$ cat src/rtl/ethernet_mmio_bridge.sv
// Host request/response adapter in front of the Ethernet controller MMIO port.
// Optional read-wait timeout: define ETH_MMIO_BRIDGE_TIMEOUT_EN.
module ethernet_mmio_bridge #(
    parameter int unsigned axis_width_p     = 64,
    parameter int unsigned addr_width_p     = 16,
    parameter int unsigned timeout_cycles_p = 1024
) (
    input  logic                    clk_i,
    input  logic                    reset_n_i,
    input  logic                    in_v_i,
    output logic                    in_ready_o,
    input  logic [addr_width_p-1:0] in_addr_i,
    input  logic                    in_we_i,
    input  logic [1:0]              in_size_i,
    input  logic [axis_width_p-1:0] in_data_i,
    output logic                    resp_v_o,
    input  logic                    resp_ready_i,
    output logic [axis_width_p-1:0] resp_data_o,
    output logic                    resp_we_o,
    output logic                    resp_err_o,
    output logic [addr_width_p-1:0] addr_o,
    output logic                    write_en_o,
    output logic                    read_en_o,
    output logic [1:0]              op_size_o,
    output logic [axis_width_p-1:0] write_data_o,
    input  logic [axis_width_p-1:0] read_data_i,
    input  logic                    read_data_v_i
);

    if (axis_width_p != 64 || timeout_cycles_p < 2) begin : g_param_check
        $error("ethernet_mmio_bridge: axis_width_p must be 64 and timeout_cycles_p >= 2");
    end

    typedef enum logic [1:0] {IDLE, ISSUE, WAIT_RD, RESP} state_t;

    state_t                  r_state;
    logic                    r_in_ready;
    logic                    r_we;
    logic [1:0]              r_size;
    logic [addr_width_p-1:0] r_addr;
    logic [axis_width_p-1:0] r_wdata;
    logic                    r_wen;
    logic                    r_ren;
    logic                    r_resp_v;
    logic                    r_resp_we;
    logic                    r_resp_err;
    logic [axis_width_p-1:0] r_resp_data;
    logic [2:0]              w_align_bits;
    logic                    w_misaligned;

`ifdef ETH_MMIO_BRIDGE_TIMEOUT_EN
    localparam int unsigned CNT_W = $clog2(timeout_cycles_p);
    logic [CNT_W-1:0] r_wait_cnt;
`endif

    function automatic logic [axis_width_p-1:0] size_mask(input logic [1:0] size);
        logic [axis_width_p-1:0] m;
        m = '0;
        case (size)
            2'd0:    m[7:0]  = '1;
            2'd1:    m[15:0] = '1;
            2'd2:    m[31:0] = '1;
            default: m       = '1;
        endcase
        return m;
    endfunction

    always_comb begin
        case (in_size_i)
            2'd0:    w_align_bits = 3'b000;
            2'd1:    w_align_bits = 3'b001;
            2'd2:    w_align_bits = 3'b011;
            default: w_align_bits = 3'b111;
        endcase
        w_misaligned = |(in_addr_i[2:0] & w_align_bits);
    end

    always_ff @(posedge clk_i or negedge reset_n_i) begin
        if (!reset_n_i) begin
            r_state     <= IDLE;
            r_in_ready  <= 1'b1;
            r_we        <= 1'b0;
            r_size      <= '0;
            r_addr      <= '0;
            r_wdata     <= '0;
            r_wen       <= 1'b0;
            r_ren       <= 1'b0;
            r_resp_v    <= 1'b0;
            r_resp_we   <= 1'b0;
            r_resp_err  <= 1'b0;
            r_resp_data <= '0;
`ifdef ETH_MMIO_BRIDGE_TIMEOUT_EN
            r_wait_cnt  <= '0;
`endif
        end else begin
            r_wen <= 1'b0;
            r_ren <= 1'b0;
            case (r_state)
                IDLE: begin
                    if (in_v_i) begin
                        r_in_ready <= 1'b0;
                        r_we       <= in_we_i;
                        // Misaligned requests never reach the controller, so its bus stays at 0.
                        if (w_misaligned) begin
                            r_state     <= RESP;
                            r_resp_v    <= 1'b1;
                            r_resp_we   <= in_we_i;
                            r_resp_err  <= 1'b1;
                            r_resp_data <= '0;
                        end else begin
                            r_state <= ISSUE;
                            r_addr  <= in_addr_i;
                            r_size  <= in_size_i;
                            r_wdata <= in_data_i & size_mask(in_size_i);
                            r_wen   <= in_we_i;
                            r_ren   <= ~in_we_i;
                        end
                    end
                end
                ISSUE: begin
                    if (r_we) begin
                        r_state     <= RESP;
                        r_resp_v    <= 1'b1;
                        r_resp_we   <= 1'b1;
                        r_resp_err  <= 1'b0;
                        r_resp_data <= '0;
                    end else begin
                        r_state <= WAIT_RD;
`ifdef ETH_MMIO_BRIDGE_TIMEOUT_EN
                        r_wait_cnt <= '0;
`endif
                    end
                end
                WAIT_RD: begin
                    if (read_data_v_i) begin
                        r_state     <= RESP;
                        r_resp_v    <= 1'b1;
                        r_resp_we   <= 1'b0;
                        r_resp_err  <= 1'b0;
                        r_resp_data <= read_data_i & size_mask(r_size);
`ifdef ETH_MMIO_BRIDGE_TIMEOUT_EN
                    end else if (r_wait_cnt == CNT_W'(timeout_cycles_p - 1)) begin
                        r_state     <= RESP;
                        r_resp_v    <= 1'b1;
                        r_resp_we   <= 1'b0;
                        r_resp_err  <= 1'b1;
                        r_resp_data <= '0;
                    end else begin
                        r_wait_cnt <= r_wait_cnt + 1'b1;
`endif
                    end
                end
                RESP: begin
                    if (resp_ready_i) begin
                        r_state     <= IDLE;
                        r_in_ready  <= 1'b1;
                        r_resp_v    <= 1'b0;
                        r_resp_we   <= 1'b0;
                        r_resp_err  <= 1'b0;
                        r_resp_data <= '0;
                        r_addr      <= '0;
                        r_size      <= '0;
                        r_wdata     <= '0;
                    end
                end
                default: r_state <= IDLE;
            endcase
        end
    end

    assign in_ready_o   = r_in_ready;
    assign resp_v_o     = r_resp_v;
    assign resp_data_o  = r_resp_data;
    assign resp_we_o    = r_resp_we;
    assign resp_err_o   = r_resp_err;
    assign addr_o       = r_addr;
    assign write_en_o   = r_wen;
    assign read_en_o    = r_ren;
    assign op_size_o    = r_size;
    assign write_data_o = r_wdata;

endmodule

$ cat config.mk
export PLATFORM = sky130hd
export DESIGN_NAME = ethernet_mmio_bridge
export DESIGN_NICKNAME = d
export VERILOG_FILES = /design/src/rtl/ethernet_mmio_bridge.sv
export SDC_FILE = /design/constraint.sdc
export NUM_CORES = 1
export LEC_CHECK = 0
export ABC_AREA = 0
export BUFFER_PORTS_ARGS = -buffer_cell sky130_fd_sc_hd__buf_4
export CAP_MARGIN = 10
export CORE_MARGIN = 2
export CORE_UTILIZATION = 47
export DETAILED_ROUTE_END_ITERATION = 8
export GPL_TIMING_DRIVEN = 0
export PLACE_DENSITY_LB_ADDON = 0.25
export SLEW_MARGIN = 0
export SYNTH_ARGS = -nofsm -noshare
export SYNTH_HDL_FRONTEND = slang
export SYNTH_SLANG_ARGS = --single-unit
$ cat constraint.sdc
create_clock -name clk_i -period 3.15 [get_ports clk_i]
set_clock_uncertainty 0.15 [all_clocks]
set_input_delay 0.1575 -clock clk_i [delete_from_list [all_inputs] [get_ports clk_i]]
set_output_delay 0.1575 -clock clk_i [all_outputs]
set_load 0.05 [all_outputs]
==> run metrics, run 1 <==
outcome complete, no violations; gate count of the mapped netlist 634; highest ir drop seen on vdd 0.000934 V; Area Overhead vs Synth 71.1%; number of antenna-violating nets in the routed design 0; area of the multi-input gates 2270 µm²; dominant delay contributor by cell family on the critical path buffers and inverters; clk sink count 155; Post-Route Utilization 83.1%; startpoint of the worst register-to-register path r_state[0]; row count 42; Yosys reg bits 155; placed cell area 9010 µm²; slew of the pin with the lowest slew margin 0.923 ns; final worst path period need 2.85 ns; Power Density 1060 nW/µm²; worst-case setup slack after placement 0.467 ns; biggest area contributors in the synthesized netlist dfrtp_1 (59%), o21ai_0 (14%), nand2_1 (5.2%); overall routing resource usage 35.5%; post-synthesis async set-or-reset flop share 100%; count of cells along the worst register-to-register path 8; number of antenna violations at the first check in global routing 1; Detail Route met2 WL 13200 µm; startpoint types flip-flop; synthesized net count 791; crit path max-delay cell type a211oi_2; source of the worst hold timing path read_data_v_i; syn_area_per_cell 10.2 µm²; netlist area before placement 6480 µm²; Post-CTS Hold Buffers 150; vertical die dimension 121 µm; core region area 13300 µm²; period utilization 90.4%; starting density of the core 48.6%; post-layout net count 1264; TritonCTS clock tree yes; I/O pins 304; total routed wire length on the met1 layer 9280 µm; number of standard cells in the layout, taps in and fillers out 1296; Static Leakage 5.36 nW; root cell of the clock tree clkbuf_16; Worst Path Arrival 3.03 ns; first-pass iteration count of the detailed router 5; via count of the first global-routing pass 7600; most instantiated flip-flop cell in the synthesis netlist dfrtp_1; Design Power 11.7 mW; final max-slew violation count 0; Post-synth EDFFs 0; launching element of the worst setup path r_state[0]; number of design rule violations left after detail routing 0; sort of element at the end of the critical path flip-flop; number of port buffers 303; startpoint-to-endpoint class of the critical path reg2reg; list of most frequent post-synthesis cells o21ai_0 (187), dfrtp_1 (154), nand2_1 (90), o21ai_1 (46), clkbuf_1 (38); CP Depth 8; cell taking the most area after synthesis dfrtp_1; number of gates resized after CTS 0; required time at the worst-slack endpoint 3.33 ns; Detail Route met3 WL 2060 µm; number of buffers inserted during clock tree synthesis 17; Filler Cell Count 720; Worst-Skew Late Latency 0.42 ns; setup ws final 0.302 ns; final instance area 11100 µm²; top fanout value on the critical path 10; Worst-path clk slew 0.06 ns; most frequently used cell type in the post-synthesis netlist o21ai_0; sequential standard cell area 3880 µm²; unrepaired setup endpoints after global routing false; number of warnings issued by yosys 0; hold path depth 5; top routing layer used met4; achievable clock frequency 0.351 GHz; 1st-iter DRT viols 583; Setup TNS Final 0 ns; Clock Tree Buf Depth 2; worst hold path class in2reg; Final Hold Slack 0.138 ns; sequence of cells on the critical path inv_1 > ha_1 > inv_1 > a211oi_2 > clkbuf_1 > clkbuf_1 > o21ai_0 > o21ai_1; global-route wire length before repair 40100 µm; share of synthesized area occupied by flip-flops and latches 59.9%; maximum number of pins on one net before global-route repair 100; MaxCap Viol Count 0; maximum single-stage delay on the critical path 0.46 ns; worst max-slew margin expressed relative to the limit 38.5%; Die Area 14700 µm²; distinct cell type count of the synthesized netlist 36; global placement routability congestion 0.821; final number of setup-violating endpoints 0; average via count per standard cell 5.50; detailed-route wire length 25700 µm; count of placed standard cells including taps 1114; buffers plus inverters on the worst setup path 4; number of H-tree levels 4; post-detailed-placement half-perimeter wirelength 14400 µm; fraction of final layout cells sized beyond drive strength 1 31.7%; final-report hold violation count 0; die extent in x 121 µm; fraction of synthesized cell area taken by the top area cell type 59.4%; global route overflow 0; Wirelength per Cell 19.9 µm; via total after detailed routing 7134; Setup Buffers After CTS 0
-- cells in the final DEF (no fill, tap or decap), types with 2 or more instances in the layout --
cell type,n
a211oi_1,2
a21oi_1,2
a22o_1,32
and3_1,3
buf_4,305
buf_6,14
bufinv_16,3
clkbuf_1,43
clkbuf_16,17
clkinv_2,4
dfrtp_1,154
dlygate4sd3_1,150
ha_1,5
inv_1,4
mux2i_1,2
nand2_1,90
nand2b_1,25
nor2_1,4
nor2b_1,4
o21a_1,2
o21ai_0,187
o21ai_1,46
-- registers in the layout, summed over array words and instances, names as in the netlist --
signal and count:
addr_o 16, in_ready_o 1, op_size_o 2, r_state 2, r_we 1, read_en_o 1
resp_data_o 64, resp_err_o 1, resp_v_o 1, resp_we_o 1, write_data_o 64, write_en_o 1
-- path summary, 6_finish.rpt --
check,to,slack (ns)
worst max-delay path,resp_data_o[50],0.30
worst min-delay path,r_state[1],0.14
worst max register to register,resp_data_o[50],0.30
worst min register to register,resp_data_o[25],0.35
max in group asynchronous,in_ready_o,1.70
min in group asynchronous,resp_data_o[40],0.30
-- per-layer routing --
| layer | vias up | global-route usage [%] |
|---|---|---|
| li1 | 3155 | - |
| met1 | 3456 | 39.6 |
| met2 | 418 | 62.5 |
| met3 | 105 | 9.82 |
| met4 | 0 | 17.2 |
| met5 | - | 0 |
-- logic make-up after synthesis --
| family | after synthesis | synth area share [%] |
|---|---|---|
| AO/OA/AOI/OAI | 276 | 23.6 |
| flip-flops | 155 | 59.9 |
| AND/OR/NAND/NOR | 134 | 9.55 |
| buffers and inverters | 59 | 5.11 |
| multiplexers | 5 | 0.888 |
| adder cells (fa/ha/maj) | 5 | 0.965 |
-- power breakdown --
group          internal [mW]  leakage (nW)  switching [mW]
logic                   2.04          3.00            4.52
registers               2.68          2.08           0.425
clock network           1.26         0.285           0.789
total                   5.98          5.36            5.74
-- worst min-delay path, cell delays in order --
cell     delay, ns
buf_4         0.11
nor2b_1       0.14
nor3_1        0.10
o21ai_0       0.08
o22ai_1       0.07
-- layout make-up --
cell class	count	area share, %
antenna	1	0.0226
buffer	55	2.85
clock buffer	23	4.13
clock inverter	8	1.07
inverter	4	0.135
multi-input combinational	420	20.5
sequential	155	35.0
tap	176	1.99
timing repair buffer	454	34.3
Note: power is estimated with default switching activity, not from simulation.
==> inputs of run 2 (changes only) <==
--- a/config.mk
+++ b/config.mk
@@ -5,11 +5,11 @@
 export SDC_FILE = /design/constraint.sdc
 export NUM_CORES = 1
 export LEC_CHECK = 0
-export ABC_AREA = 0
+export ABC_AREA = 1
 export BUFFER_PORTS_ARGS = -buffer_cell sky130_fd_sc_hd__buf_4
 export CAP_MARGIN = 10
 export CORE_MARGIN = 2
-export CORE_UTILIZATION = 47
+export CORE_UTILIZATION = 48
 export DETAILED_ROUTE_END_ITERATION = 8
 export GPL_TIMING_DRIVEN = 0
 export PLACE_DENSITY_LB_ADDON = 0.25
==> run 2 against run 1 <==
Power up 2.6%. Core utilization up 0.16 points. Worst setup slack better by 0.16 ns. Clock power up 4%. Final area up 5.0%. Sequential power about the same. Sequential share of layout area down 1.7 points. Clock-buffer cell count down 4. Global-route usage down 0.95 points. Register-to-register slack better by 0.16 ns. Synthesized cell count up 34%. Critical path type unchanged. Largest cell class unchanged. Largest power group unchanged.
==> run metrics, run 2 <==
outcome complete, no violations (unchanged); number of port buffers 302 (was 303); most instantiated flip-flop cell in the synthesis netlist dfrtp_1 (unchanged); die extent in x 124 µm (was 121 µm); launching element of the worst setup path r_state[0] (unchanged); startpoint types flip-flop (unchanged); Worst Path Arrival 2.88 ns (was 3.03 ns); number of antenna violations at the first check in global routing 0 (was 1); Worst-Skew Late Latency 0.42 ns (about the same); global route overflow 0 (unchanged); syn_area_per_cell 8.20 µm² (was 10.2 µm²); dominant delay contributor by cell family on the critical path buffers and inverters (unchanged); placed cell area 9470 µm² (was 9010 µm²); startpoint of the worst register-to-register path r_state[0] (unchanged); count of cells along the worst register-to-register path 7 (was 8); core region area 14000 µm² (was 13300 µm²); Post-synth EDFFs 0 (unchanged); endpoint of the most critical setup path write_data_o[18] (was resp_data_o[50]); worst reg-to-reg setup slack 0.47 ns (was 0.30 ns); Area Overhead vs Synth 67.6% (was 71.1%); Static Leakage 6.33 nW (was 5.36 nW); sequence of cells on the critical path ha_1 > inv_1 > buf_2 > clkbuf_1 > nand3_1 > dlygate4sd3_1 > o21ai_1 (was inv_1 > ha_1 > inv_1 > a211oi_2 > clkbuf_1 > clkbuf_1 > o21ai_0 > o21ai_1); endpoint of the most critical register-to-register path write_data_o[18] (was resp_data_o[50]); via count of the first global-routing pass 8151 (was 7600); via total after detailed routing 8010 (was 7134); maximum single-stage delay on the critical path 0.62 ns (was 0.46 ns); number of buffers inserted during clock tree synthesis 17 (unchanged); number of design rule violations left after detail routing 0 (unchanged); startpoint-to-endpoint class of the critical path reg2reg (unchanged); overall routing resource usage 34.6% (was 35.5%); Worst-path clk slew 0.07 ns (was 0.06 ns); period utilization 85.2% (was 90.4%); most frequently used cell type in the post-synthesis netlist nand2_1 (was o21ai_0); fraction of final layout cells sized beyond drive strength 1 28.7% (was 31.7%); required time at the worst-slack endpoint 3.35 ns (was 3.33 ns); Die Area 15400 µm² (was 14700 µm²); number of H-tree levels 4 (unchanged); detailed-route wire length 26700 µm (was 25700 µm); fraction of synthesized cell area taken by the top area cell type 55.5% (was 59.4%); root cell of the clock tree clkbuf_16 (unchanged); maximum number of pins on one net before global-route repair 95 (was 100); gate count of the mapped netlist 847 (was 634); Yosys reg bits 155 (unchanged); post-layout net count 1482 (was 1264); row count 43 (was 42); first-pass iteration count of the detailed router 8 (was 5); most common library cell in the layout ignoring fill and taps buf_4 (unchanged); clk sink count 155 (unchanged); unrepaired setup endpoints after global routing false (unchanged); post-synthesis async set-or-reset flop share 100% (unchanged); Design Power 12.0 mW (was 11.7 mW); top library cells by usage in the layout, fill and taps aside buf_4 (311), nand2_1 (285), dlygate4sd3_1 (156) (was buf_4 (305), o21ai_0 (187), dfrtp_1 (154)); final-report hold violation count 0 (unchanged); final worst path period need 2.68 ns (was 2.85 ns); share of synthesized area occupied by flip-flops and latches 55.9% (was 59.9%); I/O pins 304 (unchanged); final instance area 11600 µm² (was 11100 µm²); list of most frequent post-synthesis cells nand2_1 (285), dfrtp_1 (154), nand3_1 (119), o21ai_1 (82), inv_1 (66) (was o21ai_0 (187), dfrtp_1 (154), nand2_1 (90), o21ai_1 (46), clkbuf_1 (38)); CP Depth 7 (was 8); achievable clock frequency 0.373 GHz (was 0.351 GHz); number of antenna-violating nets in the routed design 0 (unchanged); cell taking the most area after synthesis dfrtp_1 (unchanged); TritonCTS clock tree yes (unchanged); vertical die dimension 124 µm (was 121 µm); Wirelength per Cell 17.6 µm (was 19.9 µm); Post-Route Utilization 83.2% (was 83.1%); netlist area before placement 6950 µm² (was 6480 µm²); sort of element at the end of the critical path flip-flop (unchanged); Setup TNS Final 0 ns (unchanged); MaxCap Viol Count 0 (unchanged); synthesized net count 1004 (was 791); starting density of the core 49.7% (was 48.6%); global-route wire length before repair 42400 µm (was 40100 µm); buffers plus inverters on the worst setup path 4 (unchanged); crit path max-delay cell type dlygate4sd3_1 (was a211oi_2); highest ir drop seen on vdd 0.000900 V (was 0.000934 V); average via count per standard cell 5.27 (was 5.50); post-detailed-placement half-perimeter wirelength 15000 µm (was 14400 µm); 1st-iter DRT viols 547 (was 583); Power Density 1030 nW/µm² (was 1060 nW/µm²); worst max-slew margin expressed relative to the limit 40.4% (was 38.5%); Clock Tree Buf Depth 2 (unchanged); worst hold path class in2reg (unchanged); biggest area contributors in the synthesized netlist dfrtp_1 (55%), nand2_1 (15%), nand3_1 (8.6%) (was dfrtp_1 (59%), o21ai_0 (14%), nand2_1 (5.2%)); slew of the pin with the lowest slew margin 0.894 ns (was 0.923 ns); number of gates resized after CTS 0 (unchanged); global placement routability congestion 0.813 (was 0.821); distinct cell type count of the synthesized netlist 19 (was 36); final number of setup-violating endpoints 0 (unchanged); number of warnings issued by yosys 0 (unchanged); final max-slew violation count 0 (unchanged); top fanout value on the critical path 10 (unchanged)
## run 2: changes by cell type after synthesis, moves of 5 or more
cell and change:
inv_1 +62, a22o_1 -32, nand2_1 +195, nand2b_1 -25, o21ai_0 -182, o21ai_1 +36
nor2_1 +59, buf_2 +23, buf_4 +7, buf_6 -5, clkbuf_1 -22, nand3_1 +119
## run 2: layer usage
layer	track usage [%]	up-vias	wire, µm
met5	0	-	0
met4	19.4	0	1460
met3	8.85	115	2440
met2	58.7	518	13300
met1	39.8	3749	9440
li1	-	3628	-
## run 2: final cells by class
cell class	count	area [µm²]
Antenna cell	1	2.50
Buffer	58	345
Clock buffer	19	443
Clock inverter	13	168
Fill cell	760	2340
Inverter	66	248
Multi-Input combinational cell	568	2470
Sequential cell	155	3880
Tap cell	180	225
Timing Repair Buffer	459	3860
## run 2: tightest hold or removal path: cells and delay by family
| family | cells | cell delay [ns] |
|---|---|---|
| AOI/OAI and AO/OA | 1 | 0.08 |
| buffers and inverters | 2 | 0.15 |
| and+or+nand+nor | 2 | 0.20 |
## run 2: power by group
group	switching [mW]	leakage (nW)	internal (mW)	total, mW
Combinational	4.79	3.97	2.01	6.81
Clock	0.856	0.282	1.27	2.13
Sequential	0.435	2.07	2.65	3.09
## run 2: metrics by stage
| stage | worst slack, ns | hold slack, ns | cells |
|---|---|---|---|
| after floorplan | 1.32 | -0.288 | 847 |
| after global placement | 0.961 | 0.197 | 1329 |
| after detailed placement | 1.11 | 0.149 | 1330 |
| after CTS | 0.613 | 0.0172 | 1518 |
| after global routing | 0.314 | 0.0598 | 1518 |
| final | 0.465 | 0.0209 | 1519 |
## run 2: worst min path at each step
stage | startpoint | endpoint | slack, ns | cells past startpoint
final | resp_ready_i | in_ready_o | 0.02 | 5
after global routing | read_data_v_i | r_state[0] | 0.06 | 5
after CTS | resp_ready_i | in_ready_o | 0.02 | 5
after detailed placement | reset_n_i | resp_data_o[33] | 0.15 | 1
after global placement | in_we_i | read_en_o | 0.20 | 2
after floorplan | reset_n_i | addr_o[0] | -0.29 | 0
## run 2: cell families (layout without fill, tap and decap cells)
logic type	count (synthesis)	after routing	share of synthesized area, %
AO/OA/AOI/OAI	87	87	6.27
flip-flops	155	155	55.9
other	0	1	0
adder cells (fa/ha/maj)	5	5	0.901
buffers and inverters	124	615	8.54
AND/OR/NAND/NOR	476	476	28.4
## run 2: repair_timing
action,CTS,global route
setup buffers,0,0
setup endpoints to repair,0,0
endpoints found under the hold margin,242,0
hold buffers,156,0
